**src/rtl/store_lane_unit_if.sv**
```systemverilog
// rtl/store_lane_unit_if.sv - request and data-bus signal bundle for the memory-lane unit
interface store_lane_unit_if #(
    parameter int DW = 32,
    parameter int AW = 32
);
    logic              req_valid;
    logic              req_ready;
    logic              req_we;
    logic [1:0]        req_size;
    logic [AW-1:0]     req_addr;
    logic [DW-1:0]     req_wdata;

    logic              bus_valid;
    logic              bus_ready;
    logic              bus_we;
    logic [AW-1:0]     bus_addr;
    logic [DW/8-1:0]   bus_be;
    logic [DW-1:0]     bus_wdata;
    logic              bus_last;

    logic              err;
    logic              busy;

    // Unit side: consumes requests, drives the data bus.
    modport slave (
        input  req_valid, req_we, req_size, req_addr, req_wdata, bus_ready,
        output req_ready, bus_valid, bus_we, bus_addr, bus_be, bus_wdata, bus_last,
               err, busy
    );

    // Pipeline/memory side: issues requests, accepts bus beats.
    modport master (
        output req_valid, req_we, req_size, req_addr, req_wdata, bus_ready,
        input  req_ready, bus_valid, bus_we, bus_addr, bus_be, bus_wdata, bus_last,
               err, busy
    );
endinterface

```
**src/rtl/store_lane_unit.sv**
```systemverilog
// rtl/store_lane_unit.sv - load/store lane unit: byte enables, lane shift, beat split
module store_lane_unit #(
    parameter int DW             = 32,
    parameter int AW             = 32,
    parameter bit MISALIGN_SPLIT = 1'b1
) (
    input  logic             clk,
    input  logic             rst_n,
    store_lane_unit_if.slave lane
);
    localparam int NB = DW / 8;
    localparam int LB = $clog2(NB);

    typedef enum logic [1:0] {IDLE, BEAT0, BEAT1} state_t;

    state_t stateQ, stateD;

    // Registered bus outputs plus the upper half of a split access.
    logic          busValidQ, busValidD;
    logic          busWeQ, busWeD;
    logic [AW-1:0] busAddrQ, busAddrD;
    logic [NB-1:0] busBeQ, busBeD;
    logic [DW-1:0] busWdataQ, busWdataD;
    logic          busLastQ, busLastD;
    logic          errQ, errD;
    logic [NB-1:0] beHiQ, beHiD;
    logic [DW-1:0] wdataHiQ, wdataHiD;

    // Request decode.
    logic [LB-1:0]   reqOff;
    logic [3:0]      reqBytes;
    logic [NB-1:0]   byteMask;
    logic [DW-1:0]   dataMasked;
    logic [2*NB-1:0] maskWide;
    logic [2*DW-1:0] dataWide;
    logic            crossReq;
    logic            sizeIllegal;
    logic            rejectReq;

    // Lane mask and shifted data across a double-width window; the upper half feeds beat 1.
    always_comb begin
        reqOff      = lane.req_addr[LB-1:0];
        reqBytes    = 4'd1 << lane.req_size;
        byteMask    = NB'((16'd1 << reqBytes) - 16'd1);
        dataMasked  = '0;
        for (int i = 0; i < NB; i++) begin
            dataMasked[8*i +: 8] = (lane.req_we && byteMask[i]) ? lane.req_wdata[8*i +: 8] : 8'h00;
        end
        maskWide    = {{NB{1'b0}}, byteMask} << reqOff;
        dataWide    = {{DW{1'b0}}, dataMasked} << {reqOff, 3'b000};
        crossReq    = (5'(reqOff) + 5'(reqBytes)) > 5'(NB);
        sizeIllegal = (lane.req_size == 2'b11) && (DW == 32);
        rejectReq   = sizeIllegal || (crossReq && !MISALIGN_SPLIT);
    end

    // Next-state and next bus values; every completed request clears the bus back to zero.
    always_comb begin
        stateD    = stateQ;
        busValidD = busValidQ;
        busWeD    = busWeQ;
        busAddrD  = busAddrQ;
        busBeD    = busBeQ;
        busWdataD = busWdataQ;
        busLastD  = busLastQ;
        beHiD     = beHiQ;
        wdataHiD  = wdataHiQ;
        errD      = 1'b0;
        case (stateQ)
            IDLE: begin
                if (lane.req_valid) begin
                    if (rejectReq) begin
                        errD = 1'b1;
                    end else begin
                        stateD    = BEAT0;
                        busValidD = 1'b1;
                        busWeD    = lane.req_we;
                        busAddrD  = lane.req_addr & ~AW'(NB - 1);
                        busBeD    = maskWide[NB-1:0];
                        busWdataD = dataWide[DW-1:0];
                        busLastD  = !crossReq;
                        beHiD     = maskWide[2*NB-1:NB];
                        wdataHiD  = dataWide[2*DW-1:DW];
                    end
                end
            end
            BEAT0: begin
                if (lane.bus_ready) begin
                    if (!busLastQ) begin
                        stateD    = BEAT1;
                        busAddrD  = busAddrQ + AW'(NB);
                        busBeD    = beHiQ;
                        busWdataD = wdataHiQ;
                        busLastD  = 1'b1;
                    end else begin
                        stateD    = IDLE;
                        busValidD = 1'b0;
                        busWeD    = 1'b0;
                        busAddrD  = '0;
                        busBeD    = '0;
                        busWdataD = '0;
                        busLastD  = 1'b0;
                    end
                end
            end
            BEAT1: begin
                if (lane.bus_ready) begin
                    stateD    = IDLE;
                    busValidD = 1'b0;
                    busWeD    = 1'b0;
                    busAddrD  = '0;
                    busBeD    = '0;
                    busWdataD = '0;
                    busLastD  = 1'b0;
                end
            end
            default: begin
                stateD    = IDLE;
                busValidD = 1'b0;
            end
        endcase
    end

    // State register; reset abandons any beat in flight.
    always_ff @(posedge clk or negedge rst_n) begin
        if (!rst_n) begin
            stateQ <= IDLE;
        end else begin
            stateQ <= stateD;
        end
    end

    // Bus output and split-half registers.
    always_ff @(posedge clk or negedge rst_n) begin
        if (!rst_n) begin
            busValidQ <= 1'b0;
            busWeQ    <= 1'b0;
            busAddrQ  <= '0;
            busBeQ    <= '0;
            busWdataQ <= '0;
            busLastQ  <= 1'b0;
            errQ      <= 1'b0;
            beHiQ     <= '0;
            wdataHiQ  <= '0;
        end else begin
            busValidQ <= busValidD;
            busWeQ    <= busWeD;
            busAddrQ  <= busAddrD;
            busBeQ    <= busBeD;
            busWdataQ <= busWdataD;
            busLastQ  <= busLastD;
            errQ      <= errD;
            beHiQ     <= beHiD;
            wdataHiQ  <= wdataHiD;
        end
    end

    assign lane.req_ready = (stateQ == IDLE);
    assign lane.busy      = (stateQ != IDLE);
    assign lane.bus_valid = busValidQ;
    assign lane.bus_we    = busWeQ;
    assign lane.bus_addr  = busAddrQ;
    assign lane.bus_be    = busBeQ;
    assign lane.bus_wdata = busWdataQ;
    assign lane.bus_last  = busLastQ;
    assign lane.err       = errQ;
endmodule

```
**src/flat_wrapper.sv**
```systemverilog
// flat-port wrapper written by rule: the top's interface ports become plain ports
module store_lane_unit_flat 
#(
    parameter int DW             = 32,
    parameter int AW             = 32,
    parameter bit MISALIGN_SPLIT = 1'b1
)
  (clk, rst_n, lane_req_valid, lane_req_we, lane_req_size, lane_req_addr, lane_req_wdata, lane_bus_ready, lane_req_ready, lane_bus_valid, lane_bus_we, lane_bus_addr, lane_bus_be, lane_bus_wdata, lane_bus_last, lane_err, lane_busy);
  store_lane_unit_if #(.DW(DW), .AW(AW)) lane_i ();
  input  logic clk;
  input  logic rst_n;
  input wire logic [$bits(lane_i.req_valid)-1:0] lane_req_valid;
  input wire logic [$bits(lane_i.req_we)-1:0] lane_req_we;
  input wire logic [$bits(lane_i.req_size)-1:0] lane_req_size;
  input wire logic [$bits(lane_i.req_addr)-1:0] lane_req_addr;
  input wire logic [$bits(lane_i.req_wdata)-1:0] lane_req_wdata;
  input wire logic [$bits(lane_i.bus_ready)-1:0] lane_bus_ready;
  output wire logic [$bits(lane_i.req_ready)-1:0] lane_req_ready;
  output wire logic [$bits(lane_i.bus_valid)-1:0] lane_bus_valid;
  output wire logic [$bits(lane_i.bus_we)-1:0] lane_bus_we;
  output wire logic [$bits(lane_i.bus_addr)-1:0] lane_bus_addr;
  output wire logic [$bits(lane_i.bus_be)-1:0] lane_bus_be;
  output wire logic [$bits(lane_i.bus_wdata)-1:0] lane_bus_wdata;
  output wire logic [$bits(lane_i.bus_last)-1:0] lane_bus_last;
  output wire logic [$bits(lane_i.err)-1:0] lane_err;
  output wire logic [$bits(lane_i.busy)-1:0] lane_busy;
  assign lane_i.req_valid = lane_req_valid;
  assign lane_i.req_we = lane_req_we;
  assign lane_i.req_size = lane_req_size;
  assign lane_i.req_addr = lane_req_addr;
  assign lane_i.req_wdata = lane_req_wdata;
  assign lane_i.bus_ready = lane_bus_ready;
  assign lane_req_ready = lane_i.req_ready;
  assign lane_bus_valid = lane_i.bus_valid;
  assign lane_bus_we = lane_i.bus_we;
  assign lane_bus_addr = lane_i.bus_addr;
  assign lane_bus_be = lane_i.bus_be;
  assign lane_bus_wdata = lane_i.bus_wdata;
  assign lane_bus_last = lane_i.bus_last;
  assign lane_err = lane_i.err;
  assign lane_busy = lane_i.busy;
  store_lane_unit #(.DW(DW), .AW(AW), .MISALIGN_SPLIT(MISALIGN_SPLIT)) u_core (.clk(clk), .rst_n(rst_n), .lane(lane_i));
endmodule
```
**config.mk**
```make
export PLATFORM = sky130hd
export DESIGN_NAME = store_lane_unit_flat
export DESIGN_NICKNAME = d
export VERILOG_FILES = /design/src/rtl/store_lane_unit_if.sv /design/src/rtl/store_lane_unit.sv /design/src/flat_wrapper.sv
export SDC_FILE = /design/constraint.sdc
export NUM_CORES = 1
export LEC_CHECK = 0
export CAP_MARGIN = 5
export CORE_MARGIN = 4
export CORE_UTILIZATION = 50
export CTS_CLUSTER_DIAMETER = 150
export DETAILED_ROUTE_END_ITERATION = 7
export PLACE_DENSITY = 0.91
export SYNTH_ARGS = -nofsm -noshare
export SYNTH_HDL_FRONTEND = slang
export SYNTH_SLANG_ARGS = --single-unit
```
**constraint.sdc**
```tcl
create_clock -name clk -period 2.4 [get_ports clk]
set_clock_uncertainty 0.1 [all_clocks]
set_input_delay 0.36 -clock clk [delete_from_list [all_inputs] [get_ports clk]]
set_output_delay 0.36 -clock clk [all_outputs]
set_load 0.005 [all_outputs]
```
==> results of run 1 <==
-- through the flow --
step / total power [mW] / cells / util [%] / setup WS (ns)
2_1_floorplan: 4.82 / 661 / - / 0.0270
3_3_place_gp: 6.95 / 962 / 69.3 / -0.166
3_5_place_dp: 7.15 / 962 / 69.3 / -0.232
4_1_cts: 8.21 / 979 / 71.2 / 0.0357
5_1_grt: 8.90 / 980 / 71.7 / -0.0635
6_report: 8.36 / 980 / 71.7 / 0.100
-- cell usage in the layout (no fill, tap or decap), types with 5 or more instances in the layout --
| cell type | count |
|---|---|
| dfrtp_1 | 98 |
| a22o_1 | 9 |
| o22ai_1 | 10 |
| mux2_2 | 5 |
| o21ai_0 | 80 |
| nand3_1 | 51 |
| nand2_1 | 104 |
| a22oi_1 | 13 |
| nor2b_1 | 6 |
| nor2_1 | 34 |
| clkbuf_8 | 11 |
| nor3_1 | 8 |
| mux2i_1 | 5 |
| nand4_1 | 16 |
| clkdlybuf4s50_1 | 141 |
| a31oi_1 | 12 |
| ha_1 | 8 |
| or4_1 | 7 |
| a32oi_1 | 13 |
| inv_1 | 14 |
| a21oi_1 | 38 |
| buf_4 | 69 |
| and3_1 | 13 |
| a32o_1 | 8 |
| o211ai_1 | 10 |
-- power by group through the flow --
| stage | sequential (mW) | combinational, mW | clock [mW] |
|---|---|---|---|
| after global routing | 2.99 | 4.77 | 1.14 |
| after global placement | 2.87 | 4.07 | 0 |
| after floorplan | 2.80 | 2.01 | 0 |
| final | 2.92 | 4.39 | 1.05 |
| after CTS | 2.89 | 4.26 | 1.07 |
| after detailed placement | 2.92 | 4.23 | 0 |
-- per-layer routing --
metal / track usage [%] / share of wire [%] / up-vias
met5: 0 / 0 / -
met4: 13.0 / 3.7 / 0
met3: 4.51 / 9.1 / 61
met2: 50.0 / 48 / 367
met1: 38.8 / 39 / 2942
li1: - / - / 2777
-- sequential cells by signal, indices dropped and copies added, names as in the netlist, 2 cells and up --
register               cells
u_core.beHiQ               3
u_core.lane.bus_addr      30
u_core.lane.bus_be         4
u_core.lane.bus_wdata     32
u_core.stateQ              2
u_core.wdataHiQ           24
-- area by class of cell --
cell class              instances  share of cell area, %
clock buffers                  11                   1.94
clock inverters                 5                  0.465
inverters                      15                  0.722
multi-input cells             495                   36.9
flip-flops and latches         99                   31.8
well taps                     140                   2.25
repair buffers                215                   26.0
-- path summary, 6_finish.rpt --
| check | end | slack [ns] | cells past startpoint |
|---|---|---|---|
| max in group asynchronous | u_core.lane.bus_addr[2] | 1.11 | 3 |
| min reg2reg | u_core.lane.bus_wdata[29] | 0.38 | 2 |
| max | u_core.lane.bus_addr[24] | 0.10 | 7 |
| max reg2reg | u_core.lane.bus_addr[24] | 0.10 | 7 |
| min | u_core.lane.bus_addr[28] | 0.32 | 2 |
| min in group clk | u_core.lane.bus_wdata[29] | 0.38 | 2 |
-- cell families after synthesis --
family | count (synthesis) | synth area share, %
other | 1 | 0.0670
adder cells (fa/ha/maj) | 9 | 2.15
AND/OR/NAND/NOR | 257 | 21.9
buffers and inverters | 67 | 5.10
flip-flops | 99 | 44.3
multiplexers | 10 | 1.90
AO/OA/AOI/OAI | 217 | 24.6
-- timing repair --
action                                 in CTS  in global routing
endpoints found under the hold margin      19                  0
pin swaps                                   0                  1
setup endpoints to repair                   2                 27
gates resized for setup                     2                  8
gates cloned                                0                  1
hold buffers                                1                  0
==> impl_summary.txt, run 1 <==
----------------------------------------------------
[Yosys]
  Average size of a mapped cell ... around 8.5 um2
  Commonest cells post-synth ... nand2_1, dfrtp_1, o21ai_0
  Cell with the most instances after synthesis ... nand2_1
  Synthesized flop and latch total ... 99
  Sequential element share of the synthesized area ... 44.3%
  Count of flip-flops with a built-in enable after synthesis ... 0
  Synth async-reset ratio ... 100%
  Synth Flop Type ... dfrtp_1
  Library cells used by synthesis ... 53
  Cells after Synth ... 660
  Library cell with the largest summed area after synthesis ... dfrtp_1
  Fraction of synthesized cell area taken by the top area cell type ... 44.3%
  Top area cells in the synthesized netlist ... dfrtp_1, o21ai_0, nand2_1
  Yosys synthesis warning count ... 0
  Cell area after synthesis ... around 5600 um2

[GRT]
  Global-route usage over all layers ... 29.9%
  Antenna violations before repair ... 0
  Via count of the first global-routing pass ... 6015
  Largest net degree at the start of global routing ... 48
  GRT Residual Overflow ... 0
  Wire length of the first global-routing pass ... 31000 um

[Timing]
  Count of final hold-check violations ... 0
  Setup TNS ... 0 ns
  Number of failing setup endpoints in the final timing report ... 0
  Pins over their slew limit ... 0
  RSZ-0062 raised after global routing ... yes
  Share of the cycle needed by the critical path after routing ... 95.8%
  Relative max-transition margin ... about three fifths
  Clock period minus final worst setup slack ... between 2 and 2.5 ns
  Final Hold Slack ... around 0.32 ns
  Achievable frequency ... approximately 430 MHz
  Slew at the pin closest to its max-slew limit ... 0.585 ns

[Route]
  Number of violations reported at the end of detailed-routing iteration 0 ... 579
  Wire length after detailed routing ... just under 20000 um
  Number of design rule violations left after detail routing ... 0
  Via Count ... 6147
  Remaining antenna violation count after routing ... 0
  Vias per cell ... 6.27
  Routed wire per std cell ... 19.9 um
  Number of iterations in the first detailed-routing pass ... 5

[Pwr]
  Clock share of power ... around an eighth
  Power spent charging and discharging nets ... ~3.5 mW
  Combinational share of power ... 52.5%
  Static leakage ... 3.32 nW
  Net switching fraction of the power ... 41.4%
  Internal power ... 4.90 mW
  Worst voltage drop across the vdd grid ... 637 uV
  Share of total power in sequential cells ... 34.9%
  Total power density per cell area ... about 1100 nW/um2

[Worst setup path]
  Number of buffers and inverters on the critical path ... 1
  CP Launch Type ... flip-flop
  Startpoint of the most critical setup path ... u_core.stateQ[1]
  Classification of the worst setup path ... flip-flop to flip-flop
  Cell-by-cell listing of the critical path ... inv_2 -> ha_1 -> o21ba_2 -> a211o_2 -> or4_1 -> mux2_2 -> nand3_1
  Slowest CP cell ... or4_1
  Kind of end point of the critical path ... flip-flop
  RR Startpoint ... u_core.stateQ[1]
  Critical Path AT ... between 2 and 3 ns
  Maximum fanout along the worst path ... 4
  Crit-path leading delay family ... simple AND/OR/NAND/NOR gates
  Required time at the endpoint of the critical path ... 2.61 ns
  Critical Path Max Stage Delay ... slightly above 0.5 ns

[Clock tree]
  Clock transition at the registers of the reported paths ... 0.10 ns
  Number of sinks driven by the clock tree ... 99
  Total clock buffers created by CTS ... 9
  Maximum buffer depth of the clock tree ... 2
  Clock tree from TritonCTS ... built
  Latest clock arrival within the worst-skew pair ... 0.37 ns
  Number of H-tree levels ... 3
  Clock Root Buffer ... clkbuf_8
  Number of setup buffers added after CTS ... 0

[Final layout]
  Area of the multi-input gates ... 2880 um2
  Register area ... 2480 um2
  Proportion of layout cells with a drive suffix above 1 ... 12.7%
  Layout Area Growth over Synthesis ... 39.4%
  N_diodes ... 0
  Final standard cell area without fillers ... 7800 um2
  Filler instances ... 873
  Layout net count ... 915

[Floorplan]
  Boundary pin count ... 145
  Total Die Area ... 13000 um2
  Core area ... roughly 11000 um2
  Width of the chip ... 114 um
  Height of the chip ... between 100 and 150 um
  Starting utilization of the core area ... 51.4%
  Count of standard-cell rows ... 38

[Placed design]
  Placed inst area ... 7540 um2
  Estimated wirelength of the detail-placed design ... 14400 um
  Total of buffers placed on input and output ports ... 142
  Routability-driven placement congestion ratio ... 0.945

[Status]
  Status ... complete, no violations

[Worst hold path]
  Worst hold path class ... primary input to asynchronous set/reset pin

[Job]
  Max-cap violation count ... 0

----------------------------------------------------
Power figures use the tool's default switching activity.
==> run 2: changes to the inputs <==
- CTS_CLUSTER_SIZE: default -> 20
==> results of run 2 <==
The final DEF is identical to that of run 1; final timing and power are the same.
==> run 3: changes to the inputs <==
- CAP_MARGIN: 5 -> 20
==> results of run 3 <==
The final DEF is identical to that of run 1; final timing and power are the same.
